### src/rtl/fir_pkg.sv
// Shared constants and FSM state encoding for the sequential FIR MAC engine.
package fir_pkg;

    localparam int TAPS_DEF  = 8;
    localparam int ACC_W_DEF = 19;
    localparam int MULT_W    = 16;
    localparam int SAMPLE_W  = 8;

    typedef enum logic [1:0] {
        IDLE,
        MAC,
        OUT
    } state_t;

endpackage

### src/rtl/fir_mac_seq_if.sv
// Sample/result handshake and coefficient write port of the FIR MAC engine.
interface fir_mac_seq_if
    import fir_pkg::*;
#(
    parameter int TAPS  = TAPS_DEF,
    parameter int ACC_W = ACC_W_DEF
);

    logic                     in_valid;
    logic                     in_ready;
    logic [SAMPLE_W-1:0]      in_data;
    logic                     coef_we;
    logic [$clog2(TAPS)-1:0]  coef_addr;
    logic [SAMPLE_W-1:0]      coef_wdata;
    logic                     out_valid;
    logic                     out_ready;
    logic [ACC_W-1:0]         out_data;

    modport master (
        output in_valid, in_data, coef_we, coef_addr, coef_wdata, out_ready,
        input  in_ready, out_valid, out_data
    );

    modport slave (
        input  in_valid, in_data, coef_we, coef_addr, coef_wdata, out_ready,
        output in_ready, out_valid, out_data
    );

endinterface

### src/rtl/mul_8bit.sv
// Combinational 8x8 unsigned multiplier; C is the carry beyond 16 bits (always 0).
module mul_8bit (
    input  logic [7:0]  A,
    input  logic [7:0]  B,
    output logic [15:0] P,
    output logic        C
);

    assign {C, P} = 17'(A) * 17'(B);

endmodule

### src/rtl/fir_mac_seq.sv
// Time-multiplexed FIR: one tap per cycle through mul_8bit, one result per accepted sample.
module fir_mac_seq
    import fir_pkg::*;
#(
    parameter int TAPS  = TAPS_DEF,
    parameter int ACC_W = ACC_W_DEF
) (
    input  logic          clk,
    input  logic          rst_n,
    fir_mac_seq_if.slave  bus
);

    localparam int              CNT_W    = $clog2(TAPS);
    localparam logic [CNT_W-1:0] LAST_TAP = CNT_W'(TAPS - 1);

    state_t              state_q, state_d;
    logic [CNT_W-1:0]    cnt_q, cnt_d;
    logic [ACC_W-1:0]    acc_q, acc_d;
    logic [ACC_W-1:0]    out_q, out_d;
    logic [SAMPLE_W-1:0] x_q [TAPS];
    logic [SAMPLE_W-1:0] h_q [TAPS];

    logic [SAMPLE_W-1:0] mul_a, mul_b;
    logic [MULT_W-1:0]   mul_p;
    logic                mul_c;
    logic [ACC_W-1:0]    sum;
    logic                accept;
    logic                coef_wr;

    assign mul_a = x_q[cnt_q];
    assign mul_b = h_q[cnt_q];

    mul_8bit u_mul (
        .A (mul_a),
        .B (mul_b),
        .P (mul_p),
        .C (mul_c)
    );

    assign sum     = acc_q + ACC_W'({mul_c, mul_p});
    assign accept  = (state_q == IDLE) && bus.in_valid;
    // Coefficients are frozen outside IDLE so a running sum never sees a mix.
    assign coef_wr = (state_q == IDLE) && bus.coef_we;

    always_comb begin
        // NOTE: every signal gets its hold value first so no path through the case infers a latch.
        state_d = state_q;
        cnt_d   = cnt_q;
        acc_d   = acc_q;
        out_d   = out_q;
        unique case (state_q)
            IDLE: begin
                if (accept) begin
                    acc_d   = '0;
                    cnt_d   = '0;
                    state_d = MAC;
                end
            end
            MAC: begin
                acc_d = sum;
                cnt_d = cnt_q + 1'b1;
                if (cnt_q == LAST_TAP) begin
                    out_d   = sum;
                    state_d = OUT;
                end
            end
            OUT: begin
                if (bus.out_ready) state_d = IDLE;
            end
            default: state_d = IDLE;
        endcase
    end

    // NOTE: sequential state uses non-blocking assignments so all registers update from pre-edge values.
    always_ff @(posedge clk or negedge rst_n) begin
        if (!rst_n) state_q <= IDLE;
        else        state_q <= state_d;
    end

    always_ff @(posedge clk or negedge rst_n) begin
        if (!rst_n) begin
            cnt_q <= '0;
            acc_q <= '0;
            out_q <= '0;
        end else begin
            cnt_q <= cnt_d;
            acc_q <= acc_d;
            out_q <= out_d;
        end
    end

    // NOTE: the delay line and coefficient bank are flop arrays with reset, since a
    // sample after reset must see zero history and zero taps.
    always_ff @(posedge clk or negedge rst_n) begin
        if (!rst_n) begin
            for (int i = 0; i < TAPS; i++) begin
                x_q[i] <= '0;
                h_q[i] <= '0;
            end
        end else begin
            if (accept) begin
                x_q[0] <= bus.in_data;
                for (int i = 1; i < TAPS; i++) x_q[i] <= x_q[i-1];
            end
            if (coef_wr) h_q[bus.coef_addr] <= bus.coef_wdata;
        end
    end

    assign bus.in_ready  = (state_q == IDLE);
    assign bus.out_valid = (state_q == OUT);
    assign bus.out_data  = out_q;

endmodule

### src/flat_wrapper.sv
// flat-port wrapper written by rule: the top's interface ports become plain ports
module fir_mac_seq_flat import fir_pkg::*;
#(
    parameter int TAPS  = TAPS_DEF,
    parameter int ACC_W = ACC_W_DEF
)
  (clk, rst_n, bus_in_valid, bus_in_data, bus_coef_we, bus_coef_addr, bus_coef_wdata, bus_out_ready, bus_in_ready, bus_out_valid, bus_out_data);
  fir_mac_seq_if #(.TAPS(TAPS), .ACC_W(ACC_W)) bus_i ();
  input  logic clk;
  input  logic rst_n;
  input wire logic [$bits(bus_i.in_valid)-1:0] bus_in_valid;
  input wire logic [$bits(bus_i.in_data)-1:0] bus_in_data;
  input wire logic [$bits(bus_i.coef_we)-1:0] bus_coef_we;
  input wire logic [$bits(bus_i.coef_addr)-1:0] bus_coef_addr;
  input wire logic [$bits(bus_i.coef_wdata)-1:0] bus_coef_wdata;
  input wire logic [$bits(bus_i.out_ready)-1:0] bus_out_ready;
  output wire logic [$bits(bus_i.in_ready)-1:0] bus_in_ready;
  output wire logic [$bits(bus_i.out_valid)-1:0] bus_out_valid;
  output wire logic [$bits(bus_i.out_data)-1:0] bus_out_data;
  assign bus_i.in_valid = bus_in_valid;
  assign bus_i.in_data = bus_in_data;
  assign bus_i.coef_we = bus_coef_we;
  assign bus_i.coef_addr = bus_coef_addr;
  assign bus_i.coef_wdata = bus_coef_wdata;
  assign bus_i.out_ready = bus_out_ready;
  assign bus_in_ready = bus_i.in_ready;
  assign bus_out_valid = bus_i.out_valid;
  assign bus_out_data = bus_i.out_data;
  fir_mac_seq #(.TAPS(TAPS), .ACC_W(ACC_W)) u_core (.clk(clk), .rst_n(rst_n), .bus(bus_i));
endmodule
### config.mk
export PLATFORM = sky130hd
export DESIGN_NAME = fir_mac_seq_flat
export DESIGN_NICKNAME = d
export VERILOG_FILES = /design/src/rtl/fir_pkg.sv /design/src/rtl/fir_mac_seq_if.sv /design/src/rtl/mul_8bit.sv /design/src/rtl/fir_mac_seq.sv /design/src/flat_wrapper.sv
export SDC_FILE = /design/constraint.sdc
export NUM_CORES = 1
export LEC_CHECK = 0
export ABC_AREA = 0
export CAP_MARGIN = 10
export CORE_ASPECT_RATIO = 0.75
export CORE_MARGIN = 8
export CORE_UTILIZATION = 35
export CTS_CLUSTER_DIAMETER = 80
export DETAILED_ROUTE_END_ITERATION = 10
export SYNTH_ARGS = -nofsm -noshare
export SYNTH_HDL_FRONTEND = slang
export SYNTH_SLANG_ARGS = --single-unit
### constraint.sdc
create_clock -name clk -period 7.95 [get_ports clk]
set_input_delay 1.9875 -clock clk [delete_from_list [all_inputs] [get_ports clk]]
set_output_delay 1.9875 -clock clk [all_outputs]
set_load 0.02 [all_outputs]
# ---- Word-level counts from Yosys, hierarchy flattened
# Cells that the tools add are included.
dict set report classes {
  add_sub_neg 2
  mul 1
  magnitude_cmp 3
  n_eq_ne 6
  n_mux 17
  bitwise_logic 2
  n_reduce_logical 8
}
# cell count
set ops {}
lappend ops {{$bwmux 64} 1}
lappend ops {{$bmux 8 s3} 2}
lappend ops {{$mux 8} 5}
lappend ops {{$pmux 19 s2} 1}
lappend ops {{$demux 8 s3} 1}
lappend ops {{$add 19x16->19} 1}
lappend ops {{$mux 19} 1}
lappend ops {{$mul 8x8->16} 1}
lappend ops {{$ge 4x4->1 const B} 2}
lappend ops {{$not 3->4} 2}
lappend ops {{$mux 2} 3}
lappend ops {{$pmux 2 s3} 1}
lappend ops {{$pmux 3 s2} 1}
lappend ops {{$lt 4x1->1 const B} 1}
lappend ops {{$ne 2x1->1 const B} 2}
lappend ops {{$reduce_and 2->1} 2}
lappend ops {{$add 3x1->3 const B} 1}
lappend ops {{$eq 3x3->1 const B} 1}
lappend ops {{$logic_and 1x1->1} 3}
lappend ops {{$mux 3} 1}
lappend ops {{$reduce_and 3->1} 1}
lappend ops {{$eq 2x1->1 const B} 1}
lappend ops {{$eq 2x2->1 const B} 1}
lappend ops {{$logic_not 2->1} 1}
lappend ops {{2 further kinds} 2}
dict set report totals {
  reg_bits 171
  inputBits 24
  word_cells 59
}

# ---- Logic depth before layout (Yosys ltp)
# Gate-level depths: netlist of the first run.
dict set report depth {
  depth_word 7
  ltp_mapped 21
  depth_no_buf 19
}

# ---- Cells and area by module
# A second synthesis of the first run with hierarchy kept.
dict set report unflattened {
  hier_cells 1033
  area_unflattened_um2 10605.2
}
# module instances cells_per_inst area_each_um2 seq_area_each_um2
set by_module_without_submodules {}
lappend by_module_without_submodules {fir_mac_seq 1 788 8468.1 4279.1}
lappend by_module_without_submodules {mul_8bit 1 245 2137.0 0.0}

# ---- Least setup slack after synthesis of the first run
# Ideal clock, no wire load.
dict set report synth_timing {
  path_type {register to register}
  startpoint {register u_core.cnt_q[0]}
  endpoint {register u_core.acc_q[15]}
  setup_time_ps 122
  arrival_ps 5172
  slack_ps 2656
  path_stages_with_launch 22
  n_path_buf 3
  period_less_slack_ps 5294
  path_cell_list {dfrtp_1 -> buf_6 -> buf_6 -> mux4_2 -> mux2i_4 -> nor2_1 -> fa_1 -> inv_1 -> fa_1 -> inv_1 -> fa_1 -> inv_1 -> fa_1 -> inv_1 -> ha_1 -> buf_6 -> a211o_1 -> a31oi_4 -> nor2_2 -> a311oi_2 -> xor2_1 -> o21ai_1}
}
dict set report synth_between {
  elab_chain_len 7
}
# element line
set synth_rtl {}
lappend synth_rtl {{start, declared} fir_mac_seq.sv:17} ;# logic [CNT_W-1:0] cnt_q, cnt_d;
lappend synth_rtl {{start signal, assigned} fir_mac_seq.sv:86} ;# cnt_q <= cnt_d;
lappend synth_rtl {{$not 3->4 (implied by the code) (*)} {fir_mac_seq.sv:30, fir_mac_seq.sv:31}}
lappend synth_rtl {{$bmux 8 s3 (on tied branches)} {fir_mac_seq.sv:30, fir_mac_seq.sv:31}}
lappend synth_rtl {{$mux 8 (on tied branches) (2 in a row)} {fir_mac_seq.sv:30, fir_mac_seq.sv:31}}
lappend synth_rtl {{$mul 8x8->16 (*)} mul_8bit.sv:9} ;# assign {C, P} = 17'(A) * 17'(B);
lappend synth_rtl {{$add 19x16->19 (*)} fir_mac_seq.sv:40} ;# assign sum = acc_q + ACC_W'({mul_c, mul_p});
lappend synth_rtl {{$pmux 19 s2 (*)} fir_mac_seq.sv:51} ;# unique case (state_q)
lappend synth_rtl {{end signal, assigned} fir_mac_seq.sv:83} ;# acc_q <= '0;
lappend synth_rtl {{end signal, assigned} fir_mac_seq.sv:87} ;# acc_q <= acc_d;
lappend synth_rtl {{end, declared} fir_mac_seq.sv:18} ;# logic [ACC_W-1:0] acc_q, acc_d;
# Every way passes the cells marked *; elsewhere a longest branch is shown, timed or not. The select of a mux whose other input is x is not followed.
# A chain may end at the register's enable or synchronous reset.

# ---- Worst setup path after layout of the first run
dict set report layout_timing {
  startpoint {register u_core.cnt_q[0]}
  endpoint {register u_core.out_q[16], in the netlist u_core.bus.out_data[16]}
}
dict set report layout_between {
  elab_chain_len 6
}
# element line
set layout_rtl {}
lappend layout_rtl {{$not 3->4 (implied by the code)} {fir_mac_seq.sv:30, fir_mac_seq.sv:31}}
lappend layout_rtl {{$bmux 8 s3 (on tied branches)} {fir_mac_seq.sv:30, fir_mac_seq.sv:31}}
lappend layout_rtl {{$mux 8 (on tied branches) (2 in a row)} {fir_mac_seq.sv:30, fir_mac_seq.sv:31}}
lappend layout_rtl {{$mul 8x8->16} mul_8bit.sv:9}
lappend layout_rtl {{$add 19x16->19} fir_mac_seq.sv:40}
lappend layout_rtl {{end signal, assigned} fir_mac_seq.sv:88} ;# out_q <= out_d;
lappend layout_rtl {{end, declared} fir_mac_seq.sv:19} ;# logic [ACC_W-1:0] out_q, out_d;
# Parallel ways exist; a longest one is shown, timed or not. The select of a mux whose other input is x is not followed.

==> impl_metrics.yaml, run 1 <==
synthesis:
  synth.ff_latch_count: 171
  syn_nets: 1063
  syn_avg_cell_area_sq_um: 10.85
  yosys.cell_types.count: 47
  synth_area_sq_mm: 0.01027
  yosys_warnings: 0
  synth.yosys.seq_area_share: 0.4168
  postSynthCellCount: 946
critical_path:
  regToRegSetupSlack_ns: 1.74
  required_ns: 8.25
  cp_max_fo: 21
  worst-endpoint-arrival_ns: 6.52
  setup.worst_path.end_class: "register"
  worst_r2r_endpoint: "u_core.bus.out_data[16]"
  timing.reg2reg.worst_path_depth: 18
  crit-reg2reg-launch: "u_core.cnt_q[0]"
  worst-setup-path-type: "register to register"
  worst_setup_path_start_kind: "register"
die:
  die_width_um: 213.8
  rows: 54
  initial_util: 0.3542
  die_y_um: 164.3
  coreArea_sq_mm: 0.02899
  floorplan.die_area_sq_mm: 0.03513
  pin_count: 45
grt:
  grt_max_degree: 92
  grt_pass1_wl_um: 37090
  first_global_vias: 6926
  grt.busiest_layer: "met2"
  gr-usage-met3: 0.02975
  grt_remaining_overflow: 0
  initial_antenna_violation_count: 0
  use_met2: 0.2117
  track_usage: 0.1332
  met1_usage: 0.1831
timing:
  timing.slew.headroom: 0.2497
  grt_setup_unrepaired: "false"
  finalHoldViolations: 0
  min_period_over_period: 0.7817
  finalHoldWorstSlack_ns: 0.4745
  clock.fmax_mhz: 160.9
  finClkSkew_ns: 0.01112
  fin_tns_setup_ns: 0
  timing.final.crit_period_ns: 6.215
  drv_slew: 0
  tightestPinTransition_ns: 1.125
  finalSetupViolCount: 0
cells_and_area:
  layout_cell_share_with_drive_strength_beyond_1: 0.1628
  finalNonFillerCells: 1381
  layout-area-overhead-vs-synth_pct: 12.54
  fin_nets: 1095
  num_antenna_cells: 0
placed_design:
  detailed_place_hpwl_um: 14980
  io_buffers: 44
  place.gp.congestion: 0.7871
  placedCellCount: 1351
cts:
  cts_post_setup_buffers_inserted: 0
  ctsHtreeMaxLevel: 4
  clkLatencyLatePin_ns: 0.44
  holdBufCountCts: 0
  clock_tree_from_tritoncts: "done"
  clkSlewWorstSetupHoldPaths_ns: 0.07
  postCtsResizedCells: 0
  sinks_on_clock_net: 171
  cts_buffers: 17
  cts_max_path_buffers: 2
  cts_root_buffer: "sky130_fd_sc_hd__clkbuf_16"
route:
  routed_via_density: 4.790
  first_pass_iters: 5
  route.detailed.wl_per_inst_um: 15.76
  drtIter0Drc: 392
  remaining_drc_errors: 0
  routed-via-count: 6615
  total_length_of_routed_wires_um: 21770
  postRouteAntennaNets: 0
min_path:
  holdPathEnd: "u_core.x_q[0]"
  min-delay-start: "u_core.x_q[0]"
  hold_path.class: "register to register"
  min_delay_path_depth: 2
run:
  maxCapViolCount: 0
run_status:
  status: "finished clean"
cells in the final DEF (no fill, tap or decap), types with 14 or more instances in the layout:
master                            synthesis  routed
sky130_fd_sc_hd__dfrtp_1                171     169
sky130_fd_sc_hd__mux4_2                  32      32
sky130_fd_sc_hd__mux2_2                  63      63
sky130_fd_sc_hd__clkdlybuf4s50_1          0      43
sky130_fd_sc_hd__o21ai_0                 21      21
sky130_fd_sc_hd__or2_1                   14      14
sky130_fd_sc_hd__fa_1                    50      50
sky130_fd_sc_hd__mux2i_4                 14      14
sky130_fd_sc_hd__nand3_1                 17      17
sky130_fd_sc_hd__nor2_1                  44      44
sky130_fd_sc_hd__nand2_1                239     238
sky130_fd_sc_hd__o21ai_1                 17      17
sky130_fd_sc_hd__inv_1                   98      98
sky130_fd_sc_hd__clkbuf_16                0      17
sky130_fd_sc_hd__ha_1                    43      43
through the flow:
stage               setup slack [ns]  cell area [sq um]    util
finish                         1.735              11550  0.3986
global route                   1.285              11550  0.3986
global placement               1.707              11000  0.3796
detailed placement             1.644              11000  0.3796
CTS                            1.621              11550  0.3986
floorplan                      2.656              10270       -
synth_stat cells, drive strengths merged:
master / count / area (sq um)
a311oi: 3 / 38.79
o31ai: 4 / 30.03
nor4b: 1 / 8.760
o21a: 1 / 7.510
a21o: 5 / 38.79
or2: 15 / 93.84
buf: 13 / 105.1
and2: 2 / 12.51
fa: 50 / 1001
and3: 4 / 25.02
inv: 102 / 382.9
mux2: 71 / 799.5
o21bai: 3 / 22.52
nand3: 17 / 85.08
o211ai: 2 / 20.02
nor2: 45 / 171.4
o21ai: 39 / 198.9
mux2i: 14 / 315.3
dfrtp: 171 / 4279
nand2b: 4 / 25.02
a22o: 1 / 8.760
o221ai: 1 / 8.760
xor2: 8 / 70.07
nor2b: 5 / 31.28
clkbuf: 26 / 157.6
a211o: 1 / 8.760
nand2: 240 / 903.4
xnor2: 6 / 52.55
mux4: 32 / 720.7
ha: 43 / 538.0
a21oi: 12 / 60.06
nand4: 2 / 12.51
a31oi: 3 / 33.78
logic make-up (layout without fill, tap and decap cells):
kind of cell	count (synthesis)	after routing	synth area share
XOR/XNOR	14	14	0.01194
AND/OR/NAND/NOR	335	335	0.1333
AO/OA/AOI/OAI	75	75	0.04643
buffers and inverters	141	184	0.06288
flip-flops	171	171	0.4168
adder cells (fa/ha/maj)	93	93	0.1499
multiplexers	117	117	0.1788
worst max-delay path, cell delays in order (launching register included):
cell and delay (ns):
sky130_fd_sc_hd__dfrtp_2 0.80, sky130_fd_sc_hd__buf_4 0.42, sky130_fd_sc_hd__mux4_2 0.58, sky130_fd_sc_hd__mux2i_4 0.33
sky130_fd_sc_hd__or2_1 0.17, sky130_fd_sc_hd__fa_1 0.43, sky130_fd_sc_hd__fa_1 0.54, sky130_fd_sc_hd__inv_1 0.06
sky130_fd_sc_hd__fa_1 0.53, sky130_fd_sc_hd__inv_1 0.05, sky130_fd_sc_hd__fa_1 0.52, sky130_fd_sc_hd__inv_1 0.04
sky130_fd_sc_hd__ha_1 0.40, sky130_fd_sc_hd__a21oi_1 0.26, sky130_fd_sc_hd__o211ai_2 0.17, sky130_fd_sc_hd__a21oi_1 0.37
sky130_fd_sc_hd__o21ai_1 0.12, sky130_fd_sc_hd__xnor2_1 0.19, sky130_fd_sc_hd__o21ai_1 0.08
area by class of cell:
class / instances / area, sq um
fill: 2795 / 17430
multi-input combinational: 634 / 5346
sequential: 171 / 4282
timing repair buffer: 52 / 501.7
tap: 392 / 490.5
clock buffer: 22 / 454.2
inverter: 102 / 382.9
clock inverter: 8 / 97.59
state kept, by name, summed over array words and instances, names as in the netlist:
signal	count
u_core.acc_q	19
u_core.bus.out_data	19
u_core.cnt_q	3
u_core.h_q	64
u_core.x_q	64
u_core.state_q	2
worst max-delay path by stage:
stage,endpoint,from
after floorplan,u_core.acc_q[15],u_core.cnt_q[0]
after global placement,u_core.bus.out_data[16],u_core.cnt_q[0]
after detailed placement,u_core.bus.out_data[16],u_core.cnt_q[0]
after CTS,u_core.bus.out_data[16],u_core.cnt_q[0]
after global routing,u_core.bus.out_data[16],u_core.cnt_q[0]
final,u_core.bus.out_data[16],u_core.cnt_q[0]
routing by layer:
| layer | wire length [um] | share of wire |
|---|---|---|
| met5 | 0 | 0 |
| met4 | 256 | 0.012 |
| met1 | 10650 | 0.49 |
| met2 | 10100 | 0.46 |
| met3 | 759 | 0.035 |
Power of run 1 is not shown: default switching activity piles up to over one toggle a cycle in this logic, so the estimate is an artifact.
==> run 2, diff against run 1 <==
==> constraint.sdc (replaced) <==
create_clock -name clk -period 5.86 [get_ports clk]
set_input_delay 1.465 -clock clk [delete_from_list [all_inputs] [get_ports clk]]
set_output_delay 1.465 -clock clk [all_outputs]
set_load 0.02 [all_outputs]
==> impl_metrics.yaml, run 2 (synthesis results as in run 1) <==
run_status:
  status: "finished clean"
cells_and_area:
  layout_commonest_cell: "sky130_fd_sc_hd__nand2_1"
  reg.largest.list: "u_core.h_q: 64 flops, u_core.x_q: 64 flops"
  layout_common_cells: "238 x sky130_fd_sc_hd__nand2_1, 169 x sky130_fd_sc_hd__dfrtp_1, 98 x sky130_fd_sc_hd__inv_1"
  fin_nets: 1116
  layout_cell_share_with_drive_strength_beyond_1: 0.1838
  num_antenna_cells: 0
  layout-area-overhead-vs-synth_pct: 14.60
timing:
  finalSetupViolCount: 0
  clock.fmax_mhz: 180.1
  finClkSkew_ns: 0.01698
  fin_tns_setup_ns: 0
  finalHoldViolations: 0
  timing.slew.headroom: 0.3712
  drv_slew: 0
  grt_setup_unrepaired: "false"
  timing.final.crit_period_ns: 5.552
  min_period_over_period: 0.9475
  tightestPinTransition_ns: 0.9432
cts:
  cts_buffers: 17
  clkLatencyLatePin_ns: 0.45
  holdBufCountCts: 0
  clkSlewWorstSetupHoldPaths_ns: 0.07
  cts_root_buffer: "sky130_fd_sc_hd__clkbuf_16"
  clock_tree_from_tritoncts: "done"
  ctsHtreeMaxLevel: 4
  cts_max_path_buffers: 2
  sinks_on_clock_net: 171
die:
  die_width_um: 213.8
  initial_util: 0.3542
  floorplan.die_area_sq_mm: 0.03513
  die_y_um: 164.3
  coreArea_sq_mm: 0.02899
  rows: 54
  pin_count: 45
route:
  route.detailed.wl_per_inst_um: 15.74
  routed_via_density: 4.813
  remaining_drc_errors: 0
  first_pass_iters: 5
  drtIter0Drc: 395
  routed-via-count: 6758
  postRouteAntennaNets: 0
  total_length_of_routed_wires_um: 22100
critical_path:
  worst-setup-path-type: "register to register"
  critical_path.cell_chain: "buf_12 -> mux4_2 -> mux2_2 -> inv_1 -> or2_1 -> fa_1 -> inv_1 -> fa_1 -> fa_1 -> inv_1 -> fa_1 -> inv_1 -> ha_1 -> a211o_1 -> a31oi_4 -> nor4b_1 -> a311oi_2 -> xor2_1 -> o21ai_1"
  crit-reg2reg-launch: "u_core.cnt_q[0]"
  cell_type_of_the_slowest_stage_on_the_worst_timing_path: "sky130_fd_sc_hd__mux4_2"
  worst_setup_path_start_kind: "register"
  worst-endpoint-arrival_ns: 5.85
  cp_max_fo: 22
  required_ns: 6.16
  critPathLaunch: "u_core.cnt_q[0]"
  setup.worst_path.end_class: "register"
  worst_path_largest_cell_delay_ns: 0.53
grt:
  first_global_vias: 6835
  track_usage: 0.1358
  initial_antenna_violation_count: 0
  grt_remaining_overflow: 0
  grt_pass1_wl_um: 37410
  grt_max_degree: 101
placed_design:
  detailed_place_hpwl_um: 15480
  io_buffers: 44
  place.gp.congestion: 0.8373
run:
  maxCapViolCount: 0
min_path:
  min-delay-start: "u_core.x_q[5]"
  hold_path.class: "register to register"
run 2: cell count changes in the layout (fill, tap and decap cells not counted):
cell | previous run | this run
sky130_fd_sc_hd__a21oi_1 | 12 | 11
sky130_fd_sc_hd__a21oi_2 | 0 | 1
sky130_fd_sc_hd__buf_12 | 0 | 4
sky130_fd_sc_hd__buf_4 | 8 | 25
sky130_fd_sc_hd__bufinv_16 | 2 | 1
sky130_fd_sc_hd__clkbuf_1 | 4 | 3
sky130_fd_sc_hd__clkbuf_8 | 1 | 0
sky130_fd_sc_hd__clkinv_4 | 0 | 4
sky130_fd_sc_hd__clkinvlp_4 | 3 | 0
sky130_fd_sc_hd__inv_6 | 0 | 4
run 2: stage by stage:
step                  util  worst slack [ns]  instances  area (sq um)  hold WS [ns]
floorplan                -            0.5662        946         10270        0.4406
global placement    0.3868            0.3277       1372         11210        0.4558
detailed placement  0.3868            0.3364       1372         11210        0.4588
CTS                 0.4058            0.2861       1404         11760        0.4763
global route        0.4059          0.007936       1404         11770        0.4903
finish              0.4059            0.3077       1404         11770        0.4739
run 2: path summary, 6_finish.rpt:
check / to / slack (ns) / cells after the start
worst min-delay path: u_core.x_q[5] / 0.47 / 2
worst max register to register: u_core.bus.out_data[13] / 0.31 / 19
max in group asynchronous: u_core.h_q[37] / 3.62 / 2
worst min register to register: u_core.x_q[5] / 0.47 / 2
worst max-delay path: u_core.bus.out_data[13] / 0.31 / 19
min in group asynchronous: u_core.x_q[61] / 1.15 / 1
run 2: worst max-delay path, delay by kind of cell (launching register included):
family,cells,cell delay (ns)
flip-flops,1,0.41
adder cells (fa/ha/maj),5,2.24
multiplexers,2,0.84
buffers and inverters,5,0.54
AND/OR/NAND/NOR,2,0.25
AO/OA/AOI/OAI,4,0.85
XOR/XNOR,1,0.28
run 2: cell type report:
cell class	instances	area, sq um
clock buffers	20	436.7
clock inverters	12	115.1
fillers	2771	17220
inverters	102	382.9
multi-input cells	634	5350
flip-flops and latches	171	4282
well taps	392	490.5
repair buffers	73	709.4
run 2: metal layers:
layer,up-vias,part of all wire,track usage
li1,3201,-,-
met1,3430,0.49,0.1933
met2,111,0.45,0.2012
met3,16,0.052,0.03699
met4,0,0.010,0.03545
met5,-,0,0
run 2: repair_timing:
item | 4_1_cts | 5_1_grt
resized for setup | 0 | 1
buffers inserted | 0 | 0
endpoints found under the setup margin | 0 | 3
Power of run 2 is left out for the same reason.
==> run 3, diff against run 2 <==
==> constraint.sdc (replaced) <==
create_clock -name clk -period 4.6 [get_ports clk]
set_input_delay 1.15 -clock clk [delete_from_list [all_inputs] [get_ports clk]]
set_output_delay 1.15 -clock clk [all_outputs]
set_load 0.02 [all_outputs]
==> impl_metrics.yaml, run 3 (synthesis results as in run 1) <==
run:
  maxCapViolCount: 0
grt:
  gr-usage-met3: 0.03013
  grt.busiest_layer: "met2"
  grt_pass1_wl_um: 39040
  first_global_vias: 7583
  grt_remaining_overflow: 0
  track_usage: 0.1414
  met1_usage: 0.1910
  grt_max_degree: 87
  use_met2: 0.2256
  initial_antenna_violation_count: 0
critical_path:
  cp_max_fo: 6
  crit-reg2reg-launch: "u_core.cnt_q[0]"
  worst-endpoint-arrival_ns: 5.70
  critPathLaunch: "u_core.cnt_q[0]"
  required_ns: 4.91
  worst_setup_path_start_kind: "register"
  worst-setup-path-type: "register to register"
  regToRegSetupSlack_ns: -0.79
  setup.worst_path.end_class: "register"
placed_design:
  place.gp.congestion: 0.7912
  place_ws_ns: -0.8548
  detailed_place_hpwl_um: 16090
  io_buffers: 44
cts:
  cts_max_path_buffers: 2
  clkLatencyLatePin_ns: 0.45
  cts_root_buffer: "sky130_fd_sc_hd__clkbuf_16"
  sinks_on_clock_net: 171
  clock_tree_from_tritoncts: "done"
  ctsHtreeMaxLevel: 4
  cts_buffers: 17
  clkSlewWorstSetupHoldPaths_ns: 0.07
die:
  rows: 54
  pin_count: 45
  die_width_um: 213.8
  coreArea_sq_mm: 0.02899
  floorplan.die_area_sq_mm: 0.03513
  die_y_um: 164.3
  initial_util: 0.3542
run_status:
  failing_checks: "negative setup slack"
  status: "finished, violations left"
timing:
  clock.fmax_mhz: 185.6
  grt_setup_unrepaired: "true"
  timing.final.crit_period_ns: 5.388
  min_period_over_period: 1.171
  finalHoldViolations: 0
  tightestPinTransition_ns: 1.124
  drv_slew: 0
  timing.slew.headroom: 0.2479
  finalSetupViolCount: 26
  finClkSkew_ns: 0.008732
  timing.final.ws_setup_ns: -0.7876
cells_and_area:
  layout_cell_share_with_drive_strength_beyond_1: 0.3153
  num_antenna_cells: 0
  layout_commonest_cell: "sky130_fd_sc_hd__nand2_1"
  reg.largest.list: "u_core.h_q: 64 flops, u_core.x_q: 64 flops"
  layout_common_cells: "235 x sky130_fd_sc_hd__nand2_1, 169 x sky130_fd_sc_hd__dfrtp_1, 119 x sky130_fd_sc_hd__buf_4"
  fin_nets: 1230
  layout-area-overhead-vs-synth_pct: 28.82
min_path:
  min-delay-start: "u_core.x_q[0]"
  hold_path.class: "register to register"
route:
  drtIter0Drc: 435
  routed-via-count: 7074
  remaining_drc_errors: 0
  route.detailed.wl_per_inst_um: 15.14
  postRouteAntennaNets: 0
  first_pass_iters: 4
  total_length_of_routed_wires_um: 22980
  routed_via_density: 4.660
==> run 3: cell types whose count changed in the layout (fill, tap and decap cells not counted), sizes merged <==
| cell | previous run | this run |
|---|---|---|
| buf | 30 | 144 |
| bufinv | 1 | 4 |
| clkinv | 7 | 3 |
| clkinvlp | 0 | 1 |
==> run 3: timing repair <==
| action | CTS | global route |
|---|---|---|
| hold buffers | 0 | 0 |
| pin swaps | 51 | 25 |
| buffers inserted | 20 | 9 |
| cloned | 1 | 0 |
| setup endpoints to repair | 26 | 28 |
| resized for setup | 58 | 35 |
==> run 3: final cells by class <==
| type | count | area [sq um] |
|---|---|---|
| Tap cell | 392 | 490.5 |
| Fill cell | 2651 | 15760 |
| Multi-Input combinational cell | 634 | 5717 |
| Inverter | 102 | 382.9 |
| Timing Repair Buffer | 187 | 1704 |
| Clock buffer | 20 | 466.7 |
| Clock inverter | 12 | 183.9 |
| Sequential cell | 171 | 4282 |
==> run 3: critical path, stage by stage (launching register included) <==
cell and delay, ns:
sky130_fd_sc_hd__dfrtp_2 0.51, sky130_fd_sc_hd__buf_12 0.15, sky130_fd_sc_hd__buf_4 0.11, sky130_fd_sc_hd__mux4_2 0.49, sky130_fd_sc_hd__mux2_4 0.32, sky130_fd_sc_hd__inv_2 0.09, sky130_fd_sc_hd__or2_1 0.12, sky130_fd_sc_hd__fa_1 0.42
sky130_fd_sc_hd__inv_1 0.09, sky130_fd_sc_hd__fa_1 0.44, sky130_fd_sc_hd__fa_1 0.56, sky130_fd_sc_hd__inv_2 0.04, sky130_fd_sc_hd__fa_1 0.51, sky130_fd_sc_hd__inv_2 0.05, sky130_fd_sc_hd__ha_4 0.21, sky130_fd_sc_hd__a211o_1 0.28
sky130_fd_sc_hd__a31oi_4 0.20, sky130_fd_sc_hd__nor4b_1 0.10, sky130_fd_sc_hd__a311oi_2 0.24, sky130_fd_sc_hd__xor2_1 0.22, sky130_fd_sc_hd__o21ai_1 0.08
==> run 3: path summary, 6_finish.rpt <==
check,to,depth (start not counted)
setup reg to reg,u_core.acc_q[13],20
hold / removal,u_core.x_q[0],2
setup / recovery,u_core.acc_q[13],20
max in group asynchronous,u_core.acc_q[11],2
hold reg to reg,u_core.x_q[0],2
min in group asynchronous,u_core.x_q[17],1
==> run 3: routing by layer <==
layer | vias to the layer above | wire [um]
li1 | 3422 | -
met1 | 3541 | 10920
met2 | 88 | 10750
met3 | 23 | 997
met4 | 0 | 308
met5 | - | 0
==> run 3: metrics by stage <==
step | hold WS [ns] | cells | area, sq um | utilization | setup TNS (ns)
3_3_place_gp | 0.4569 | 1457 | 11900 | 0.4104 | -16.81
4_1_cts | 0.4793 | 1510 | 13020 | 0.4492 | -15.93
6_report | 0.4754 | 1518 | 13230 | 0.4563 | -16.38
3_5_place_dp | 0.4615 | 1457 | 11900 | 0.4104 | -18.04
2_1_floorplan | 0.4406 | 946 | 10310 | - | -9.170
5_1_grt | 0.4942 | 1518 | 13230 | 0.4563 | -21.37
Power of run 3 is left out for the same reason.
